$ cat src/rtl/perm_block_sequencer.sv
`timescale 1ns/1ps
`default_nettype none
// ============================================================================
// Module   : perm_block_sequencer
// Purpose  : Feeds one NWORDS-word block from the input buffer into the perm
//            core, then collects the result block into the output buffer.
// Revision : 1.0
// ============================================================================
module perm_block_sequencer #(
   parameter int NWORDS  = 25,
   parameter int WIDTH   = 64,
   parameter int AW      = 5,
   parameter int TIMEOUT = 1023
) (
   input  logic             clk,
   input  logic             rst,
   input  logic             start,
   output logic             busy,
   output logic             done,
   output logic             err,
   output logic [1:0]       err_code,
   output logic [AW-1:0]    src_rd_addr,
   input  logic [WIDTH-1:0] src_rd_data,
   output logic             dst_wr_en,
   output logic [AW-1:0]    dst_wr_addr,
   output logic [WIDTH-1:0] dst_wr_data,
   output logic             pushin,
   output logic             firstin,
   output logic [WIDTH-1:0] din,
   input  logic             stopin,
   input  logic             pushout,
   input  logic             firstout,
   input  logic [WIDTH-1:0] dout,
   output logic             stopout
);

   typedef enum logic [2:0] {
      S_IDLE    = 3'd0,
      S_FEED    = 3'd1,
      S_COLLECT = 3'd2,
      S_DONE    = 3'd3,
      S_ERR     = 3'd4
   } state_t;

   localparam logic [AW-1:0] c_LAST_IDX  = AW'(NWORDS - 1);
   localparam logic [9:0]    c_TMO_MAX   = 10'(TIMEOUT);
   localparam logic [1:0]    c_ERR_FRAME = 2'd1;
   localparam logic [1:0]    c_ERR_TMO   = 2'd2;

   state_t          r_state;
   logic [AW-1:0]   r_idx;
   logic [9:0]      r_tmo;
   logic [1:0]      r_err_code;

   logic            w_feed;
   logic            w_collect;
   logic            w_idx_zero;
   logic            w_frame_bad;
   logic            w_push;

   assign w_feed      = (r_state == S_FEED);
   assign w_collect   = (r_state == S_COLLECT);
   assign w_idx_zero  = (r_idx == '0);
   // Word 0 must carry firstout, every later word must not.
   assign w_frame_bad = (w_idx_zero && !firstout) || (!w_idx_zero && firstout);
   assign w_push      = w_feed && !stopin;

   assign src_rd_addr = r_idx;
   assign din         = src_rd_data;
   assign pushin      = w_push;
   assign firstin     = w_push && w_idx_zero;

   assign stopout     = !w_collect;
   assign dst_wr_en   = w_collect && pushout && !w_frame_bad;
   assign dst_wr_addr = r_idx;
   assign dst_wr_data = dout;

   assign busy        = (r_state != S_IDLE);
   assign done        = (r_state == S_DONE);
   assign err         = (r_state == S_ERR);
   assign err_code    = r_err_code;

   always_ff @(posedge clk) begin
      if (rst) begin
         r_state    <= S_IDLE;
         r_idx      <= '0;
         r_tmo      <= '0;
         r_err_code <= '0;
      end else begin
         case (r_state)
            S_IDLE: begin
               if (start) begin
                  r_state    <= S_FEED;
                  r_idx      <= '0;
                  r_err_code <= '0;
               end
            end
            S_FEED: begin
               if (!stopin) begin
                  if (r_idx == c_LAST_IDX) begin
                     r_state <= S_COLLECT;
                     r_idx   <= '0;
                     r_tmo   <= '0;
                  end else begin
                     r_idx <= r_idx + 1'b1;
                  end
               end
            end
            S_COLLECT: begin
               if (pushout) begin
                  r_tmo <= '0;
                  if (w_frame_bad) begin
                     r_err_code <= c_ERR_FRAME;
                     r_state    <= S_ERR;
                  end else if (r_idx == c_LAST_IDX) begin
                     r_state <= S_DONE;
                  end else begin
                     r_idx <= r_idx + 1'b1;
                  end
               end else if (r_tmo == c_TMO_MAX) begin
                  r_err_code <= c_ERR_TMO;
                  r_state    <= S_ERR;
               end else begin
                  r_tmo <= r_tmo + 10'd1;
               end
            end
            S_DONE:  r_state <= S_IDLE;
            S_ERR:   r_state <= S_IDLE;
            default: r_state <= S_IDLE;
         endcase
      end
   end

endmodule
`default_nettype wire

$ cat config.mk
export PLATFORM = sky130hd
export DESIGN_NAME = perm_block_sequencer
export DESIGN_NICKNAME = d
export VERILOG_FILES = /design/src/rtl/perm_block_sequencer.sv
export SDC_FILE = /design/constraint.sdc
export NUM_CORES = 1
export LEC_CHECK = 0
export CAP_MARGIN = 5
export CORE_AREA = 4 4 108 110
export DETAILED_ROUTE_END_ITERATION = 8
export DIE_AREA = 0 0 112 114
export PLACE_DENSITY = 0.66
export SLEW_MARGIN = 20
export SYNTH_ARGS = -nofsm -noshare
export SYNTH_HDL_FRONTEND = slang
export SYNTH_SLANG_ARGS = --single-unit
$ cat constraint.sdc
create_clock -name clk -period 4.6 [get_ports clk]
set_clock_uncertainty 0.2 [all_clocks]
set_input_delay 0.46 -clock clk [delete_from_list [all_inputs] [get_ports clk]]
set_output_delay 0.46 -clock clk [all_outputs]
set_load 0.005 [all_outputs]
# After elaboration in Yosys (flattened, before gate mapping)
# Cells that the tools add are included.
# W data, S select, Z words.
[word_totals]
latchBits = 0
ff_bits = 20
ramBits = 0
wordCells = 69
rom_bits = 0
output_inout_bits = 147
mem_count = 0
[op_classes]
reduce_logical = 22
order_cmp = 0
mux = 25
shifts = 0
bitwise_logic = 0
eq_ne = 16
div = 0
multipliers = 0
n_addsub = 2
[op_table]
columns = ["operator", "n"]
rows = [
  ["$mux W10", 4],
  ["$mux W5", 6],
  ["$mux W3", 7],
  ["$pmux W10 S2", 1],
  ["$pmux W5 S3", 1],
  ["$add A10 B1 Y10 const B", 1],
  ["$eq A10 B10 Y1 const B", 1],
  ["$ne A2 B2 Y1 const B", 5],
  ["$pmux W3 S3", 1],
  ["$mux W2", 4],
  ["$reduce_and A4 Y1", 2],
  ["$eq A3 B2 Y1 const B", 2],
  ["$logic_and A1 B1 Y1", 6],
  ["$ne A3 B2 Y1 const B", 2],
  ["$reduce_and A6 Y1", 1],
  ["$reduce_bool A3 Y1", 2],
  ["$add A5 B1 Y5 const B", 1],
  ["$eq A5 B5 Y1 const B", 1],
  ["$logic_not A1 Y1", 5],
  ["$logic_not A5 Y1", 1],
  ["$reduce_and A5 Y1", 1],
  ["$ne A4 B2 Y1 const B", 1],
  ["$pmux W2 S2", 1],
  ["$reduce_bool A2 Y1", 2],
  ["other kinds (6)", 6],
]

# Logic depth before layout (Yosys ltp)
[depth]
depth_word = 7
ltp_mapped = 8

# Least setup slack after synthesis
# Ideal clock, no wire load.
[synth_timing]
path_type = "reg2out"
startpoint = "register r_idx[0] (netlist: dst_wr_addr[0])"
endpoint = "output dst_wr_en"
path_stages_with_launch = 7
t_required_ns = 3.940
path_slack_ns = 2.484
arrival_time_ns = 1.456
cell_sequence = "dfxtp_1 > inv_1 > ha_1 > nor4b_2 > xnor2_1 > and2_1 > nor2b_1"
[synth_between]
elab_chain_cells = 6
[synth_rtl]
columns = ["element", "line_no", "rtl"]
rows = [
  ["start: declaration", "51", "logic [AW-1:0] r_idx;"],
  ["start signal: assignment", "105", "r_idx <= r_idx + 1'b1;"],
  ["start signal: assignment", "118", "r_idx <= r_idx + 1'b1;"],
  ["$logic_not A5 Y1 *", "63", "assign w_idx_zero = (r_idx == '0);"],
  ["$logic_not A1 Y1", "65", "assign w_frame_bad = (w_idx_zero && !firstout) || (!w_idx_zero && firstout);"],
  ["$logic_and A1 B1 Y1", "65", ""],
  ["$logic_or A1 B1 Y1 *", "65", ""],
  ["$logic_not A1 Y1 *", "74", "assign dst_wr_en = w_collect && pushout && !w_frame_bad;"],
  ["$logic_and A1 B1 Y1 *", "74", ""],
  ["end: declaration", "24", "output logic dst_wr_en,"],
]
# Mark *: on every way between the ends. The rest lies on a longest branch, timed or not.

# Final worst setup path
# Ends and elaborated chain as after synthesis.

==> key figures <==
Logic synthesis
  • XOR/XNOR Fraction of Synth Area: 0.383%
  • Simple-gate share of the synthesized area: 17.8%
  • Synth warn: 0
  • Netlist cell types: 51
  • Post-synthesis adder-cell area fraction: 1.64%
  • Largest family of logic cells by synthesized area: buffers and inverters
  • Cells after synthesis: 287
  • Largest cells by area after synthesis: buf_4, dfxtp_1, nor2_1
  • Post-Synthesis Net Count: 424
  • Post-synth EDFFs: 0
  • Leading area contributor after synthesis: buf_4
  • Post-synthesis mux area share: 0.876%
  • Main synth FF type: dfxtp_1
  • Synth Area per Inst: 7.96 µm²
  • Number of synthesized register bits: 20
  • Compound-Gate Fraction of Synth Area: 15.0%
  • Commonest cells post-synth: buf_4, dfxtp_1, nor2_1, a21oi_1
  • Area share of the largest cell type after synthesis: 43.7%
  • Asr flop ratio synth: 0%
  • Sequential fraction of the synthesis area: 17.5%
  • Most frequent cell after synthesis: buf_4
  • Mapped cell area: 2280 µm²

Clocking
  • Max clock buf depth: 2
  • Post-CTS Hold Buffers: 0
  • Clock transition at the registers of the reported paths: 80 ps
  • Post-cts sizing count: 0
  • CTS Sinks: 20
  • Root Driver: clkbuf_8
  • Num CTS Buffers: 3
  • H-tree depth: 1
  • TritonCTS clock tree: built
  • Clk Latency, worst-skew pair: 260 ps
  • Post-CTS Setup Repair Bufs: 0

Route
  • Vias per inst: 4.46
  • Via count: 1386
  • DRC errors left: 0
  • Pre-antenna DRT Iters: 4
  • Routed Antenna Nets: 0
  • Final WL: 4360 µm
  • Drt initial violations: 98
  • Detailed-route wire length per cell: 14.0 µm

GRT
  • First-pass GRT wire length: 6780 µm
  • GR Overflow Total: 0
  • Vias in the first global route: 1268
  • GR Util All Layers: 6.58%
  • Initial antenna violation count: 0
  • Largest net degree at the start of global routing: 23

STA
  • Final worst-path cycle share: 68.8%
  • Min Tclk post-route: 3160 ps
  • Unrepaired setup endpoints after global routing: false
  • Max-slew violations: 0
  • Final hold vios: 0
  • Slew margin rel.: 38.5%
  • Worst hold margin: 301 ps
  • Worst-Margin Slew: 920 ps
  • # setup viols final: 0
  • Fmax: 316 MHz
  • Sum Neg Setup Slack: 0 ps

Power
  • Psw: 0.117 mW
  • Leakage Power: 0.528 nW
  • Sw frac: 28.3%
  • Power Dens Cells: 244 nW/µm²
  • Maximum VDD drop: 103 µV
  • Share of total power in the clock network: 33.1%
  • Combinational share of power: 21.7%
  • Int Power: 0.298 mW
  • Flop pwr share: 45.1%

Placed design
  • PortBufs: 24
  • Placer Congestion: 0.792
  • DP Wirelength: 3290 µm

Cells and area
  • Final core occ: 15.9%
  • Fill count: 1200
  • Fraction of layout cells with a size suffix above 1: 10.5%
  • Net count, final: 309
  • # diodes: 0
  • P&R area growth vs syn: -25.4%

Min path
  • HP Class: reg2reg
  • Hold Path Sink: err_code[0]
  • Worst Hold Launch: err_code[0]
  • Worst Hold Depth: 1

Critical path
  • Largest fanout on the critical path: 6
  • CP Buf/Inv Count: 2
  • RR Endpoint: r_tmo[7]
  • Worst EP required: 3940 ps
  • Arr. time, crit path: 2500 ps
  • Reg-to-reg critical path startpoint: r_state[1]
  • FF-to-FF path depth: 4
  • Flop-to-flop setup slack: 1970 ps
  • Worst setup EP type: primary output
  • Cell Chain, Critical Path: inv_1 -> ha_1 -> nor4b_2 -> xnor2_1 -> and2_1 -> nor2b_1 -> clkdlybuf4s50_1
  • Setup crit start kind: flop
  • Crit path depth: 7
  • CP top delay family: buffers and inverters
  • Slowest cell on the critical path: clkdlybuf4s50_1
  • CP max stage delay: 550 ps
  • Crit Path Class: reg2out

Floorplanning
  • Die height: 114 µm
  • IO Pins: 281
  • Area of the core: 10700 µm²
  • Die Width: 112 µm
  • Die ar.: 12800 µm²
  • Starting Density: 21.4%
  • Core Rows: 38

Flow run
  • Max cap viols: 0

Outcome
  • Outcome: completed
layout by cell type (no fill, tap or decap), types with 2 or more instances in the layout:
cell type,count
a211oi_1,5
a21bo_2,2
a21boi_1,2
a21oi_1,9
a311oi_2,3
a31oi_1,2
a32o_1,2
a41oi_1,2
and2_1,2
and3_1,2
and4_1,2
clkbuf_8,4
clkdlybuf4s50_1,24
dfxtp_1,20
ha_1,3
inv_1,5
mux2i_1,2
nand2_1,6
nand3_1,6
nand4_1,3
nand4b_1,2
nor2_1,15
nor2b_1,7
nor3_1,4
nor3_2,4
nor3b_1,2
o21ai_0,6
o31a_1,2
o32ai_1,2
or2_2,2
registers in the layout (all words and copies together) (netlist names):
register	flops
err_code	2
r_state	3
dst_wr_addr	5
r_tmo	10
final cells by class:
class / instances / area, µm² / area share [%]
Multi-Input combinational cell: 118 / 815 / 47.8
Tap cell: 140 / 175 / 10.3
Inverter: 5 / 18.8 / 1.10
Sequential cell: 20 / 400 / 23.5
Clock buffer: 4 / 55.1 / 3.23
Timing Repair Buffer: 24 / 240 / 14.1
cell families after synthesis:
family,Yosys count
and+or+nand+nor,67
adders and majority gates,3
DFF,20
buffers and inverters,149
xor gates and xnor gates,1
AOI/OAI and AO/OA,45
muxes,2
worst max path at each step:
stage,start,to,slack [ps]
after floorplan,dst_wr_addr[0],dst_wr_en,2480
after global placement,firstout,dst_wr_en,1710
after detailed placement,dst_wr_addr[0],dst_wr_en,1740
after CTS,dst_wr_addr[0],dst_wr_en,1420
after global routing,dst_wr_addr[0],dst_wr_en,1240
final,dst_wr_addr[0],dst_wr_en,1440
power by group through the flow:
| stage | Sequential, mW | Combinational [mW] | Clock (mW) |
|---|---|---|---|
| 2_1_floorplan | 0.185 | 0.155 | 0 |
| 3_3_place_gp | 0.191 | 0.0906 | 0 |
| 3_5_place_dp | 0.192 | 0.0905 | 0 |
| 4_1_cts | 0.187 | 0.0911 | 0.141 |
| 5_1_grt | 0.189 | 0.101 | 0.149 |
| 6_report | 0.187 | 0.0903 | 0.137 |
worst reg2reg max path: stages, from the launching register on:
cell      delay, ps
dfxtp_1         620
or3b_1          550
nor2_1          610
o21ai_0         250
a311oi_2        310
through the flow:
stage	instances	power, mW	setup slack (ps)	instance area, µm²
after floorplan	287	0.340	2480	2280
after global placement	307	0.282	1710	1650
after detailed placement	307	0.282	1740	1650
after CTS	311	0.420	1420	1700
after global routing	311	0.438	1240	1700
final	311	0.415	1440	1700
per-layer routing:
| layer | GRT usage (%) | part of all wire (%) |
|---|---|---|
| met2 | 9.43 | 43 |
| met5 | 0 | 0 |
| met3 | 2.86 | 11 |
| met1 | 7.10 | 37 |
| met4 | 6.49 | 9.2 |
No activity file was read; power rests on OpenSTA's default activity.
